`config.mk`:
```
export PLATFORM = sky130hd
export DESIGN_NAME = muldiv_unit_flat
export DESIGN_NICKNAME = d
export VERILOG_FILES = /design/src/rtl/muldiv_unit_if.sv /design/src/rtl/muldiv_unit.sv /design/src/flat_wrapper.sv
export SDC_FILE = /design/constraint.sdc
export NUM_CORES = 1
export LEC_CHECK = 0
export CORE_MARGIN = 5
export CORE_UTILIZATION = 30
export DETAILED_ROUTE_END_ITERATION = 6
export RECOVER_POWER = 25
export SETUP_SLACK_MARGIN = 0.02
export SKIP_CTS_REPAIR_TIMING = 1
export SKIP_LAST_GASP = 1
export SYNTH_ARGS = -nofsm -noshare
export SYNTH_HDL_FRONTEND = slang
export SYNTH_SLANG_ARGS = --single-unit
```
`constraint.sdc`:
```
create_clock -name clk -period 5.71 [get_ports clk]
set_input_delay 1.142 -clock clk [delete_from_list [all_inputs] [get_ports clk]]
set_output_delay 1.142 -clock clk [all_outputs]
set_load 0.01 [all_outputs]
```
`src/rtl/muldiv_unit_if.sv`:
```
// Request/response bundle between the execute stage and the multiply/divide unit.
interface muldiv_unit_if #(parameter int WIDTH = 32);
  logic             start;
  logic [5:0]       funct;
  logic [WIDTH-1:0] op_a;
  logic [WIDTH-1:0] op_b;
  logic             flush;
  logic             busy;
  logic             done;
  logic             div_zero;
  logic [WIDTH-1:0] hi;
  logic [WIDTH-1:0] lo;
  logic [WIDTH-1:0] rd_data;

  modport slave  (input  start, funct, op_a, op_b, flush,
                  output busy, done, div_zero, hi, lo, rd_data);
  modport master (output start, funct, op_a, op_b, flush,
                  input  busy, done, div_zero, hi, lo, rd_data);
endinterface

```
`src/rtl/muldiv_unit.sv`:
```
// Iterative MIPS multiply/divide unit with HI/LO registers (shift-add MUL, restoring DIV).
// Optional feature macro: MULDIV_EARLY_OUT_EN (multiply stops once remaining multiplier bits are zero).
module muldiv_unit #(
  parameter int WIDTH = 32
) (
  input logic          clk,
  input logic          rst_n,
  muldiv_unit_if.slave bus
);
  localparam int CW = $clog2(WIDTH);
  localparam logic [5:0] F_MFHI = 6'h10, F_MTHI = 6'h11, F_MFLO = 6'h12, F_MTLO = 6'h13,
                         F_MULT = 6'h18, F_MULTU = 6'h19, F_DIV = 6'h1A, F_DIVU = 6'h1B;

  typedef enum logic [1:0] {S_IDLE, S_MUL, S_DIV, S_FIX} state_t;

  state_t               r_state, w_next;
  logic [2*WIDTH-1:0]   r_acc, r_mcand;
  logic [WIDTH-1:0]     r_mplr, r_quo, r_rem, r_dvs, r_hi, r_lo;
  logic [CW-1:0]        r_cnt;
  logic                 r_neg_q, r_neg_r, r_is_div, r_dz, r_done, r_dz_pulse;

  logic                 w_signed, w_is_mul, w_is_div, w_b_zero, w_neg_q, w_neg_r;
  logic [WIDTH-1:0]     w_abs_a, w_abs_b;
  logic [WIDTH:0]       w_shift, w_diff;
  logic                 w_fits, w_mul_last, w_div_last;
  logic [2*WIDTH-1:0]   w_prod;
  logic [WIDTH-1:0]     w_quo, w_rem;

  // funct bit 0 distinguishes the unsigned variants (MULTU/DIVU)
  assign w_signed = ~bus.funct[0];
  assign w_is_mul = (bus.funct == F_MULT) || (bus.funct == F_MULTU);
  assign w_is_div = (bus.funct == F_DIV)  || (bus.funct == F_DIVU);
  assign w_b_zero = (bus.op_b == '0);
  assign w_abs_a  = (w_signed && bus.op_a[WIDTH-1]) ? -bus.op_a : bus.op_a;
  assign w_abs_b  = (w_signed && bus.op_b[WIDTH-1]) ? -bus.op_b : bus.op_b;
  assign w_neg_q  = w_signed & (bus.op_a[WIDTH-1] ^ bus.op_b[WIDTH-1]);
  assign w_neg_r  = w_signed & bus.op_a[WIDTH-1];

  // Partial remainder never reaches the divisor, so W bits hold it; the guard bit lives in the trial subtract.
  assign w_shift = {r_rem, r_quo[WIDTH-1]};
  assign w_diff  = w_shift - {1'b0, r_dvs};
  assign w_fits  = ~w_diff[WIDTH];

`ifdef MULDIV_EARLY_OUT_EN
  assign w_mul_last = (r_cnt == CW'(WIDTH-1)) || (r_mplr[WIDTH-1:1] == '0);
`else
  assign w_mul_last = (r_cnt == CW'(WIDTH-1));
`endif
  assign w_div_last = (r_cnt == CW'(WIDTH-1));

  assign w_prod = r_neg_q ? -r_acc : r_acc;
  assign w_quo  = r_neg_q ? -r_quo : r_quo;
  assign w_rem  = r_neg_r ? -r_rem : r_rem;

  always_ff @(posedge clk or negedge rst_n) begin
    if (!rst_n) r_state <= S_IDLE;
    else        r_state <= w_next;
  end

  always_comb begin
    w_next = r_state;
    if (bus.flush) begin
      w_next = S_IDLE;
    end else begin
      case (r_state)
        S_IDLE: begin
          if (bus.start && w_is_mul) w_next = S_MUL;
          else if (bus.start && w_is_div) w_next = w_b_zero ? S_FIX : S_DIV;
        end
        S_MUL:   if (w_mul_last) w_next = S_FIX;
        S_DIV:   if (w_div_last) w_next = S_FIX;
        default: w_next = S_IDLE;
      endcase
    end
  end

  always_ff @(posedge clk or negedge rst_n) begin
    if (!rst_n) begin
      r_acc <= '0; r_mcand <= '0; r_mplr <= '0; r_quo <= '0; r_rem <= '0; r_dvs <= '0;
      r_hi <= '0; r_lo <= '0; r_cnt <= '0;
      r_neg_q <= 1'b0; r_neg_r <= 1'b0; r_is_div <= 1'b0; r_dz <= 1'b0;
      r_done <= 1'b0; r_dz_pulse <= 1'b0;
    end else begin
      r_done     <= 1'b0;
      r_dz_pulse <= 1'b0;
      if (!bus.flush) begin
        case (r_state)
          S_IDLE: if (bus.start) begin
            if (w_is_mul) begin
              r_mcand  <= {{WIDTH{1'b0}}, w_abs_a};
              r_mplr   <= w_abs_b;
              r_acc    <= '0;
              r_cnt    <= '0;
              r_neg_q  <= w_neg_q;
              r_is_div <= 1'b0;
              r_dz     <= 1'b0;
            end else if (w_is_div) begin
              // on a zero divisor the raw dividend is parked in r_quo for HI
              r_quo    <= w_b_zero ? bus.op_a : w_abs_a;
              r_dvs    <= w_abs_b;
              r_rem    <= '0;
              r_cnt    <= '0;
              r_neg_q  <= w_neg_q;
              r_neg_r  <= w_neg_r;
              r_is_div <= 1'b1;
              r_dz     <= w_b_zero;
            end else if (bus.funct == F_MTHI) begin
              r_hi <= bus.op_a;
            end else if (bus.funct == F_MTLO) begin
              r_lo <= bus.op_a;
            end
          end
          S_MUL: begin
            if (r_mplr[0]) r_acc <= r_acc + r_mcand;
            r_mcand <= r_mcand << 1;
            r_mplr  <= r_mplr >> 1;
            r_cnt   <= r_cnt + 1'b1;
          end
          S_DIV: begin
            r_rem <= w_fits ? w_diff[WIDTH-1:0] : w_shift[WIDTH-1:0];
            r_quo <= {r_quo[WIDTH-2:0], w_fits};
            r_cnt <= r_cnt + 1'b1;
          end
          default: begin
            if (r_dz) begin
              r_hi <= r_quo;
              r_lo <= '1;
            end else if (r_is_div) begin
              r_hi <= w_rem;
              r_lo <= w_quo;
            end else begin
              r_hi <= w_prod[2*WIDTH-1:WIDTH];
              r_lo <= w_prod[WIDTH-1:0];
            end
            r_done     <= 1'b1;
            r_dz_pulse <= r_dz;
          end
        endcase
      end
    end
  end

  assign bus.busy     = (r_state != S_IDLE);
  assign bus.done     = r_done;
  assign bus.div_zero = r_dz_pulse;
  assign bus.hi       = r_hi;
  assign bus.lo       = r_lo;
  assign bus.rd_data  = (bus.funct == F_MFHI) ? r_hi :
                        (bus.funct == F_MFLO) ? r_lo : '0;
endmodule

```
`src/flat_wrapper.sv`:
```
// flat-port wrapper written by rule: the top's interface ports become plain ports
module muldiv_unit_flat 
#(
  parameter int WIDTH = 32
)
  (clk, rst_n, bus_start, bus_funct, bus_op_a, bus_op_b, bus_flush, bus_busy, bus_done, bus_div_zero, bus_hi, bus_lo, bus_rd_data);
  muldiv_unit_if #(.WIDTH(WIDTH)) bus_i ();
  input logic clk;
  input logic rst_n;
  input wire logic [$bits(bus_i.start)-1:0] bus_start;
  input wire logic [$bits(bus_i.funct)-1:0] bus_funct;
  input wire logic [$bits(bus_i.op_a)-1:0] bus_op_a;
  input wire logic [$bits(bus_i.op_b)-1:0] bus_op_b;
  input wire logic [$bits(bus_i.flush)-1:0] bus_flush;
  output wire logic [$bits(bus_i.busy)-1:0] bus_busy;
  output wire logic [$bits(bus_i.done)-1:0] bus_done;
  output wire logic [$bits(bus_i.div_zero)-1:0] bus_div_zero;
  output wire logic [$bits(bus_i.hi)-1:0] bus_hi;
  output wire logic [$bits(bus_i.lo)-1:0] bus_lo;
  output wire logic [$bits(bus_i.rd_data)-1:0] bus_rd_data;
  assign bus_i.start = bus_start;
  assign bus_i.funct = bus_funct;
  assign bus_i.op_a = bus_op_a;
  assign bus_i.op_b = bus_op_b;
  assign bus_i.flush = bus_flush;
  assign bus_busy = bus_i.busy;
  assign bus_done = bus_i.done;
  assign bus_div_zero = bus_i.div_zero;
  assign bus_hi = bus_i.hi;
  assign bus_lo = bus_i.lo;
  assign bus_rd_data = bus_i.rd_data;
  muldiv_unit #(.WIDTH(WIDTH)) u_core (.clk(clk), .rst_n(rst_n), .bus(bus_i));
endmodule
```
==> results of run 1 <==
power breakdown:
part / switching, uW / total [uW] / internal (uW)
registers: 825 / 3750 / 2930
clock network: 1120 / 2770 / 1650
logic: 2730 / 4800 / 2070
synthesized netlist by cell type, types with 4 or more instances:
library cell,n
sky130_fd_sc_hd__nand2_1,451
sky130_fd_sc_hd__o21ai_0,429
sky130_fd_sc_hd__dfrtp_1,333
sky130_fd_sc_hd__nor2_1,285
sky130_fd_sc_hd__a21oi_1,277
sky130_fd_sc_hd__clkbuf_1,177
sky130_fd_sc_hd__xnor2_1,166
sky130_fd_sc_hd__xor2_1,119
sky130_fd_sc_hd__ha_1,107
sky130_fd_sc_hd__inv_1,76
sky130_fd_sc_hd__mux2i_1,73
sky130_fd_sc_hd__nor3_1,55
sky130_fd_sc_hd__o31ai_1,52
sky130_fd_sc_hd__nand3_1,51
sky130_fd_sc_hd__a21o_1,40
sky130_fd_sc_hd__a22o_1,40
sky130_fd_sc_hd__nand4_1,37
sky130_fd_sc_hd__or3_1,37
sky130_fd_sc_hd__and3_1,30
sky130_fd_sc_hd__nand2b_1,30
sky130_fd_sc_hd__o22ai_1,27
sky130_fd_sc_hd__or4_1,23
sky130_fd_sc_hd__a211oi_1,22
sky130_fd_sc_hd__nor4_1,22
sky130_fd_sc_hd__a31oi_1,19
sky130_fd_sc_hd__nor2b_1,17
sky130_fd_sc_hd__o41ai_1,16
sky130_fd_sc_hd__o21a_1,15
sky130_fd_sc_hd__buf_1,14
sky130_fd_sc_hd__o211ai_1,14
sky130_fd_sc_hd__o21bai_1,14
sky130_fd_sc_hd__and2_1,11
sky130_fd_sc_hd__a221o_1,9
sky130_fd_sc_hd__a31o_2,9
sky130_fd_sc_hd__or2_2,9
sky130_fd_sc_hd__nand3b_1,7
sky130_fd_sc_hd__a21boi_0,5
sky130_fd_sc_hd__a221oi_1,5
sky130_fd_sc_hd__a41oi_1,5
sky130_fd_sc_hd__o221ai_1,5
sky130_fd_sc_hd__and4_1,4
sky130_fd_sc_hd__buf_2,4
sky130_fd_sc_hd__mux2_2,4
sky130_fd_sc_hd__nor3b_1,4
sky130_fd_sc_hd__o21ai_1,4
tightest hold or removal path: cells and delay by family, from the launching register on:
| kind | cells | cell delay [ns] |
|---|---|---|
| AND/OR/NAND/NOR | 1 | 0.04 |
| flip-flops | 1 | 0.34 |
| AO/OA/AOI/OAI | 1 | 0.06 |
stage by stage:
stage	hold WS [ns]	instances	utilization (%)	setup WS, ns	instance area [um2]
after floorplan	0.449	3217	-	2.04	25300
after global placement	0.463	4301	33.4	1.15	27900
after detailed placement	0.471	4301	33.4	1.18	27900
after CTS	0.484	4375	35.1	1.49	29300
after global routing	0.495	4375	35.0	0.602	29300
final	0.476	4375	35.0	1.40	29300
sequential cells by signal, indices dropped and copies added (netlist names), 2 cells and up:
| signal | cells |
|---|---|
| u_core.bus.hi | 32 |
| u_core.bus.lo | 32 |
| u_core.r_acc | 64 |
| u_core.r_cnt | 5 |
| u_core.r_dvs | 32 |
| u_core.r_mcand | 64 |
| u_core.r_mplr | 32 |
| u_core.r_quo | 32 |
| u_core.r_rem | 32 |
| u_core.r_state | 2 |
final cells by class:
cell class	count	area [um2]	area share [%]
Clock buffer	50	1140	3.89
Timing Repair Buffer	207	1980	6.78
Multi-Input combinational cell	2602	15900	54.3
Tap cell	1080	1350	4.62
Inverter	79	297	1.01
Sequential cell	333	8340	28.5
Clock inverter	24	269	0.919
worst paths after layout:
| path | from | to | slack, ns | cells past startpoint |
|---|---|---|---|---|
| setup / recovery | rst_n | u_core.r_mcand[36] | 1.40 | 2 |
| hold / removal | u_core.r_dvs[24] | u_core.r_dvs[24] | 0.48 | 2 |
| setup reg to reg | u_core.r_quo[31] | u_core.r_rem[24] | 1.52 | 14 |
| hold reg to reg | u_core.r_dvs[24] | u_core.r_dvs[24] | 0.48 | 2 |
| max in group clk | bus_funct[0] | bus_rd_data[17] | 1.49 | 6 |
| min in group asynchronous | rst_n | u_core.r_mplr[30] | 1.37 | 1 |
cells by family after synthesis:
logic type	synth area share (%)
AND/OR/NAND/NOR	19.8
AO/OA/AOI/OAI	24.3
flip-flops	33.0
XOR/XNOR	9.88
buffers and inverters	4.42
adder cells (fa/ha/maj)	5.46
multiplexers	3.16
routing by layer:
layer	part of all wire, %	wire, um	vias to the layer above
met1	44	40200	11500
li1	-	-	11600
met2	45	40400	921
met4	3.8	3460	0
met5	0	0	-
met3	7.2	6480	149
==> metrics.log, run 1 <==
INFO  metric slowest_stage = sky130_fd_sc_hd__clkbuf_2
INFO  metric synth_async_sr_flop_share = 100%
INFO  metric place.detailed.hpwl = between 60000 and 70000 um
INFO  metric gp_routability_congestion = 0.973
INFO  metric post_synth_inst_count = 3217
INFO  metric prevailing_post_synth_register_cell = sky130_fd_sc_hd__dfrtp_1
INFO  metric synth_top_cell_by_area = sky130_fd_sc_hd__dfrtp_1
INFO  metric wl_per_cell = 20.7 um
INFO  metric clk_pin_slew_worst_paths = approximately 0.060 ns
INFO  metric p_per_area = between 300 and 400 nW/um2
INFO  metric area_of_the_mapped_netlist = between 20000 and 30000 um2
INFO  metric io_buffer_count = 172
INFO  metric chain_of_cells_forming_the_critical_path = clkbuf_2, clkbuf_2
INFO  metric setup.worst_path.start_class = input pin
INFO  metric clock_sinks = 333
INFO  metric ir_worst_vdd = 0.226 mV
INFO  metric setup-tns-final = 0 ns
INFO  metric synth.ff_latch_count = 333
INFO  metric total_power = 11300 uW
INFO  metric synthDominantCellAreaShare = 33.0%
INFO  metric final_common_cell = sky130_fd_sc_hd__nand2_1
INFO  metric most-common-layout-cells = 450 x sky130_fd_sc_hd__nand2_1, 429 x sky130_fd_sc_hd__o21ai_0, 331 x sky130_fd_sc_hd__dfrtp_1
INFO  metric rsz0062_at_grt = no
INFO  metric floorplan.initialDensity = between 30% and 40%
INFO  metric critPathTopFamily = buffers and inverters
INFO  metric status = finished, violations left
INFO  metric floorplan.die.height = roughly 300 um
INFO  metric synthDistinctLibCells = between 80 and 90
INFO  metric dieWidth = 300 um
INFO  metric largest_net_degree_at_the_start_of_global_routing = 94
INFO  metric synth.net_count = 3400
INFO  metric grt_antenna_before_repair = 1
INFO  metric maxCapViolCount = 2
INFO  metric finalHoldViolCount = 0
INFO  metric global_route.usage.met2 = approximately 31%
INFO  metric fp.dieArea = 90100 um2
INFO  metric drtIter0Drc = roughly 2300
INFO  metric rows = 106
INFO  metric global_route.peak_usage_layer = met2
INFO  metric worstPathBufferInverterCount = 2
INFO  metric cts_made_buffers = 41
INFO  metric drt-total-wl = 90600 um
INFO  metric antenna_cells = 0
INFO  metric max_slew_violation_total_from_the_final_report = 164
INFO  metric cts_tree = yes
INFO  metric period_minus_slack = roughly 4.3 ns
INFO  metric global_route.usage.met3 = a little over 3%
INFO  metric leakage_component_of_the_power = 0.0128 uW
INFO  metric num_io_pins = roughly 170
INFO  metric drc = 0
INFO  metric fmax = between 200 and 250 MHz
INFO  metric postRouteAntennaNets = 0
INFO  metric synth.top_cells.by_area = sky130_fd_sc_hd__dfrtp_1 33%, sky130_fd_sc_hd__o21ai_0 8.5%, sky130_fd_sc_hd__nand2_1 6.7%
INFO  metric cts_root_buf = sky130_fd_sc_hd__clkbuf_16
INFO  metric synth_edf_count = 0
INFO  metric worstSetupPathType = input pin to asynchronous set/reset pin
INFO  metric detailedRoute.firstPassIterationCount = 6
INFO  metric timing.final.setup_violations = 0
INFO  metric fraction_of_layout_instances_using_a_drive_strength_above_1 = 4.98%
INFO  metric transition_time_at_the_pin_with_the_least_slew_margin = 2.59 ns
INFO  metric globalRouteOverflowTotal = 0
INFO  metric nets = 3447
INFO  metric cts.path.max_buffers = 3
INFO  metric critPathArrivalTime = between 4 and 5 ns
INFO  metric min-delay-path-class = flop to flop
INFO  metric num_vias = 24100
INFO  metric critical_path_peak_fanout = 93
INFO  metric synthesis.yosys.warnings = 0
INFO  metric globalRouteTotalUtil = 19.3%
INFO  metric grt_pass1_wl = 138000 um
INFO  metric core_area = 83600 um2
INFO  metric timing.final.crit_share = 75.6%
INFO  metric ys_seq_area_share = approximately a third
INFO  metric worstSkewPairLatency = 0.60 ns
INFO  metric final.setup_skew = 0.0418 ns
INFO  metric cts-htree-levels = 2
INFO  metric areaGrowthSynthToFinish = 15.8%
INFO  metric biggest_cell_delay_along_the_critical_path = 1.73 ns
INFO  metric slew-limit-headroom = -72.8%
INFO  metric grt_pass1_vias = around 22000
INFO  metric failed_checks = max-capacitance violations, max-slew violations
INFO  metric cp.required = approximately 6.0 ns
INFO  metric crit_path_top_cell_by_count = sky130_fd_sc_hd__clkbuf_2
INFO  metric vias_per_cell = 5.52
INFO  metric met1_use_gr = 26.9%
INFO  metric postSynthAreaPerCell = between 7 and 8 um2
INFO  metric end_kind = asynchronous set/reset pin
INFO  metric fillerInstances = 8729
Note: power is estimated with default switching activity, not from simulation.
==> run 2: changes to the inputs <==
- clock period: 5.71 -> 3.6 ns (I/O delays scaled with it)
==> run 2 against run 1 <==
Effect of this change:
- the run still ends with max-capacitance violations, max-slew violations left
- total power up 67%
- sequential share of layout area decreased by 1.8 points
- global-route usage increased by 0.50 points
- count of clock-buffer cells in the layout rose by 4
- die area did not move
- critical path depth increased by 8
==> metrics.log, run 2 (synthesized netlist as in run 1, its figures left out) <==
INFO  metric status = finished, violations left
INFO  metric failed_checks = max-capacitance violations, max-slew violations
INFO  metric timing.reg2reg.setup_slack = 0.13 ns (-1.39 ns)
INFO  metric clockPowerShare = 23.8% (-0.6 points)
INFO  metric rsz0062_at_grt = yes
INFO  metric reg2regPathDepth = 10 (-4)
INFO  metric cts_made_buffers = 40 (-2.4%)
INFO  metric fillerInstances = 8698 (-0.36%)
INFO  metric fp.dieArea = 90100 um2 (unchanged)
INFO  metric vias_per_cell = 5.46 (-1.0%)
INFO  metric setup.worst_path.start_class = flop
INFO  metric p_per_area = 605 nW/um2 (+57%)
INFO  metric final.setup_skew = 0.0343 ns (-0.00746 ns)
INFO  metric clock_sinks = 333 (unchanged)
INFO  metric chain_of_cells_forming_the_critical_path = or4_4, or3_1, or2_1, o41ai_2, xor2_1, nor2_1, a211oi_2, nor3_1, a21oi_1, o21ai_0
INFO  metric leakage_component_of_the_power = 0.0140 uW (+9.5%)
INFO  metric critPathArrivalTime = 3.92 ns (-0.71 ns)
INFO  metric areaGrowthSynthToFinish = 23.7%
INFO  metric grt_pass1_wl = 143000 um (+3.1%)
INFO  metric largest_net_degree_at_the_start_of_global_routing = 73 (-22%)
INFO  metric grt_pass1_vias = 23600 (+6.1%)
INFO  metric worstSkewPairLatency = 0.59 ns (about the same)
INFO  metric final_common_cell = sky130_fd_sc_hd__nand2_1
INFO  metric worstSetupPathType = flop to flop
INFO  metric hold_path_depth = 2 (unchanged)
INFO  metric nets = 3671 (+6.5%)
INFO  metric place.detailed.hpwl = 72000 um (+4.7%)
INFO  metric slew-limit-headroom = -20.9% (+52 points)
INFO  metric globalRouteOverflowTotal = 0 (unchanged)
INFO  metric timing.final.crit_share = 96.4%
INFO  metric dpl_cell_area = 29700 um2 (+6.7%)
INFO  metric cp.required = 4.05 ns (-1.97 ns)
INFO  metric wl_per_cell = 20.2 um (-2.6%)
INFO  metric period_minus_slack = 3.47 ns
INFO  metric end_kind = flop
INFO  metric switching_part_of_the_total_power = 39.9% (-1.3 points)
INFO  metric grt_antenna_before_repair = 2 (+1)
INFO  metric setup-tns-final = 0 ns (unchanged)
INFO  metric power_frac_comb = 45.4% (+3.0 points)
INFO  metric drtIter0Drc = 2382 (+3.1%)
INFO  metric finalHoldViolCount = 0 (unchanged)
INFO  metric finalCoreUtilization = 37.4% (+2.4 points)
INFO  metric num_io_pins = 173 (unchanged)
INFO  metric critical_path_peak_fanout = 6 (-94%)
INFO  metric cts-htree-levels = 2 (unchanged)
INFO  metric fraction_of_layout_instances_using_a_drive_strength_above_1 = 11.3% (+6.3 points)
INFO  metric num_vias = 25100 (+4.0%)
INFO  metric dieWidth = 300 um (unchanged)
INFO  metric timing.hold.worst.start = u_core.r_dvs[23]
INFO  metric area_of_combinational_cells_with_multiple_inputs = 16000 um2 (+0.75%)
INFO  metric worstPathBufferInverterCount = 0 (-2)
INFO  metric rows = 106 (unchanged)
INFO  metric floorplan.die.height = 300 um (unchanged)
INFO  metric slowest_stage = sky130_fd_sc_hd__or4_4
INFO  metric internal-power = 11400 uW (+71%)
INFO  metric switching_power = 7560 uW (+62%)
INFO  metric core_area = 83600 um2 (unchanged)
INFO  metric postRouteAntennaNets = 0 (unchanged)
INFO  metric worst_setup_path_startpoint = u_core.r_acc[6]
INFO  metric globalRouteTotalUtil = 19.8% (+0.50 points)
INFO  metric cts_root_buf = sky130_fd_sc_hd__clkbuf_16
INFO  metric area.sequential = 8340 um2 (unchanged)
INFO  metric seq_power_share = 30.8% (-2.4 points)
INFO  metric maxCapViolCount = 1 (-1)
INFO  metric drc = 0 (unchanged)
INFO  metric startpoint_of_the_most_critical_register_to_register_path = u_core.r_acc[6]
INFO  metric transition_time_at_the_pin_with_the_least_slew_margin = 1.81 ns (-0.779 ns)
INFO  metric cts_tree = yes
INFO  metric io_buffer_count = 172 (unchanged)
INFO  metric floorplan.initialDensity = 30.2% (unchanged)
INFO  metric end_of_the_worst_hold_path = u_core.r_dvs[23]
INFO  metric critPathTopFamily = simple AND/OR/NAND/NOR gates
INFO  metric clk_pin_slew_worst_paths = 0.06 ns (about the same)
INFO  metric fmax = 288 MHz
INFO  metric biggest_cell_delay_along_the_critical_path = 0.56 ns (-1.17 ns)
INFO  metric timing.final.setup_violations = 0 (unchanged)
INFO  metric max_slew_violation_total_from_the_final_report = 66 (-60%)
INFO  metric min-delay-path-class = flop to flop
INFO  metric cts.path.max_buffers = 3 (unchanged)
INFO  metric ir_worst_vdd = 0.331 mV (+47%)
INFO  metric r2r_end = u_core.bus.hi[29]
INFO  metric gp_routability_congestion = 0.980 (+0.75%)
INFO  metric most-common-layout-cells = 450 x sky130_fd_sc_hd__nand2_1, 428 x sky130_fd_sc_hd__o21ai_0, 331 x sky130_fd_sc_hd__dfrtp_1
INFO  metric layout_top_registers = u_core.r_acc (64), u_core.r_mcand (64)
INFO  metric stdcell_area = 31300 um2 (+6.8%)
INFO  metric detailedRoute.firstPassIterationCount = 6 (unchanged)
INFO  metric drt-total-wl = 92700 um (+2.4%)
INFO  metric antenna_cells = 0 (unchanged)
==> run 2: changes by cell type in the layout (fill, tap and decap cells not counted), sizes merged <==
cell / previous run / this run
clkbuf: 52 / 59
clkdlybuf4s50: 169 / 170
buf: 35 / 257
bufinv: 5 / 7
clkinvlp: 2 / 5
inv: 80 / 78
dlygate4sd3: 1 / 0
clkinv: 16 / 8
==> run 2: layout make-up <==
type                    count  share of cell area (%)
multi-input cells        2602                    51.2
flip-flops and latches    333                    26.7
repair buffers            432                    12.2
well taps                1080                    4.32
clock buffers              54                    3.64
clock inverters            19                   0.953
inverters                  79                   0.949
==> run 2: power by group through the flow <==
| stage | combinational (uW) | clock (uW) | sequential (uW) |
|---|---|---|---|
| 2_1_floorplan | 5090 | 0 | 5520 |
| 3_3_place_gp | 8380 | 0 | 5820 |
| 3_5_place_dp | 8440 | 0 | 5850 |
| 4_1_cts | 8480 | 4600 | 5790 |
| 5_1_grt | 9390 | 4720 | 5940 |
| 6_report | 8590 | 4500 | 5830 |
==> run 2: how the worst max path moves through the flow <==
stage          cells past startpoint  slack (ns)            endpoint
3_3_place_gp                      12       -0.14    u_core.r_quo[24]
3_5_place_dp                      12       -0.19    u_core.r_quo[24]
5_1_grt                           10       -0.02   u_core.bus.hi[29]
2_1_floorplan                     11        0.35  u_core.r_mcand[28]
6_report                          10        0.13   u_core.bus.hi[29]
4_1_cts                           10       -0.13   u_core.bus.hi[29]
==> run 2: per-layer routing <==
metal,up-vias,wire [um],global-route usage [%]
met5,-,16,0
met4,2,3850,7.30
met3,191,5820,2.40
met2,944,41600,31.5
met1,12000,41400,27.8
li1,12000,-,-
==> run 2: per-stage QoR <==
stage | hold slack, ns | power, uW | instances | setup slack, ns
4_1_cts | 0.134 | 18900 | 4596 | -0.129
3_5_place_dp | 0.470 | 14300 | 4523 | -0.187
3_3_place_gp | 0.461 | 14200 | 4523 | -0.143
5_1_grt | 0.497 | 20100 | 4599 | -0.0181
2_1_floorplan | 0.424 | 10600 | 3217 | 0.354
6_report | 0.480 | 18900 | 4599 | 0.130
==> run 2: tightest hold or removal path: cells and delay by family, from the launching register on <==
kind	cells	cell delay [ns]
flip-flops	1	0.34
AO/OA/AOI/OAI	1	0.06
AND/OR/NAND/NOR	1	0.05
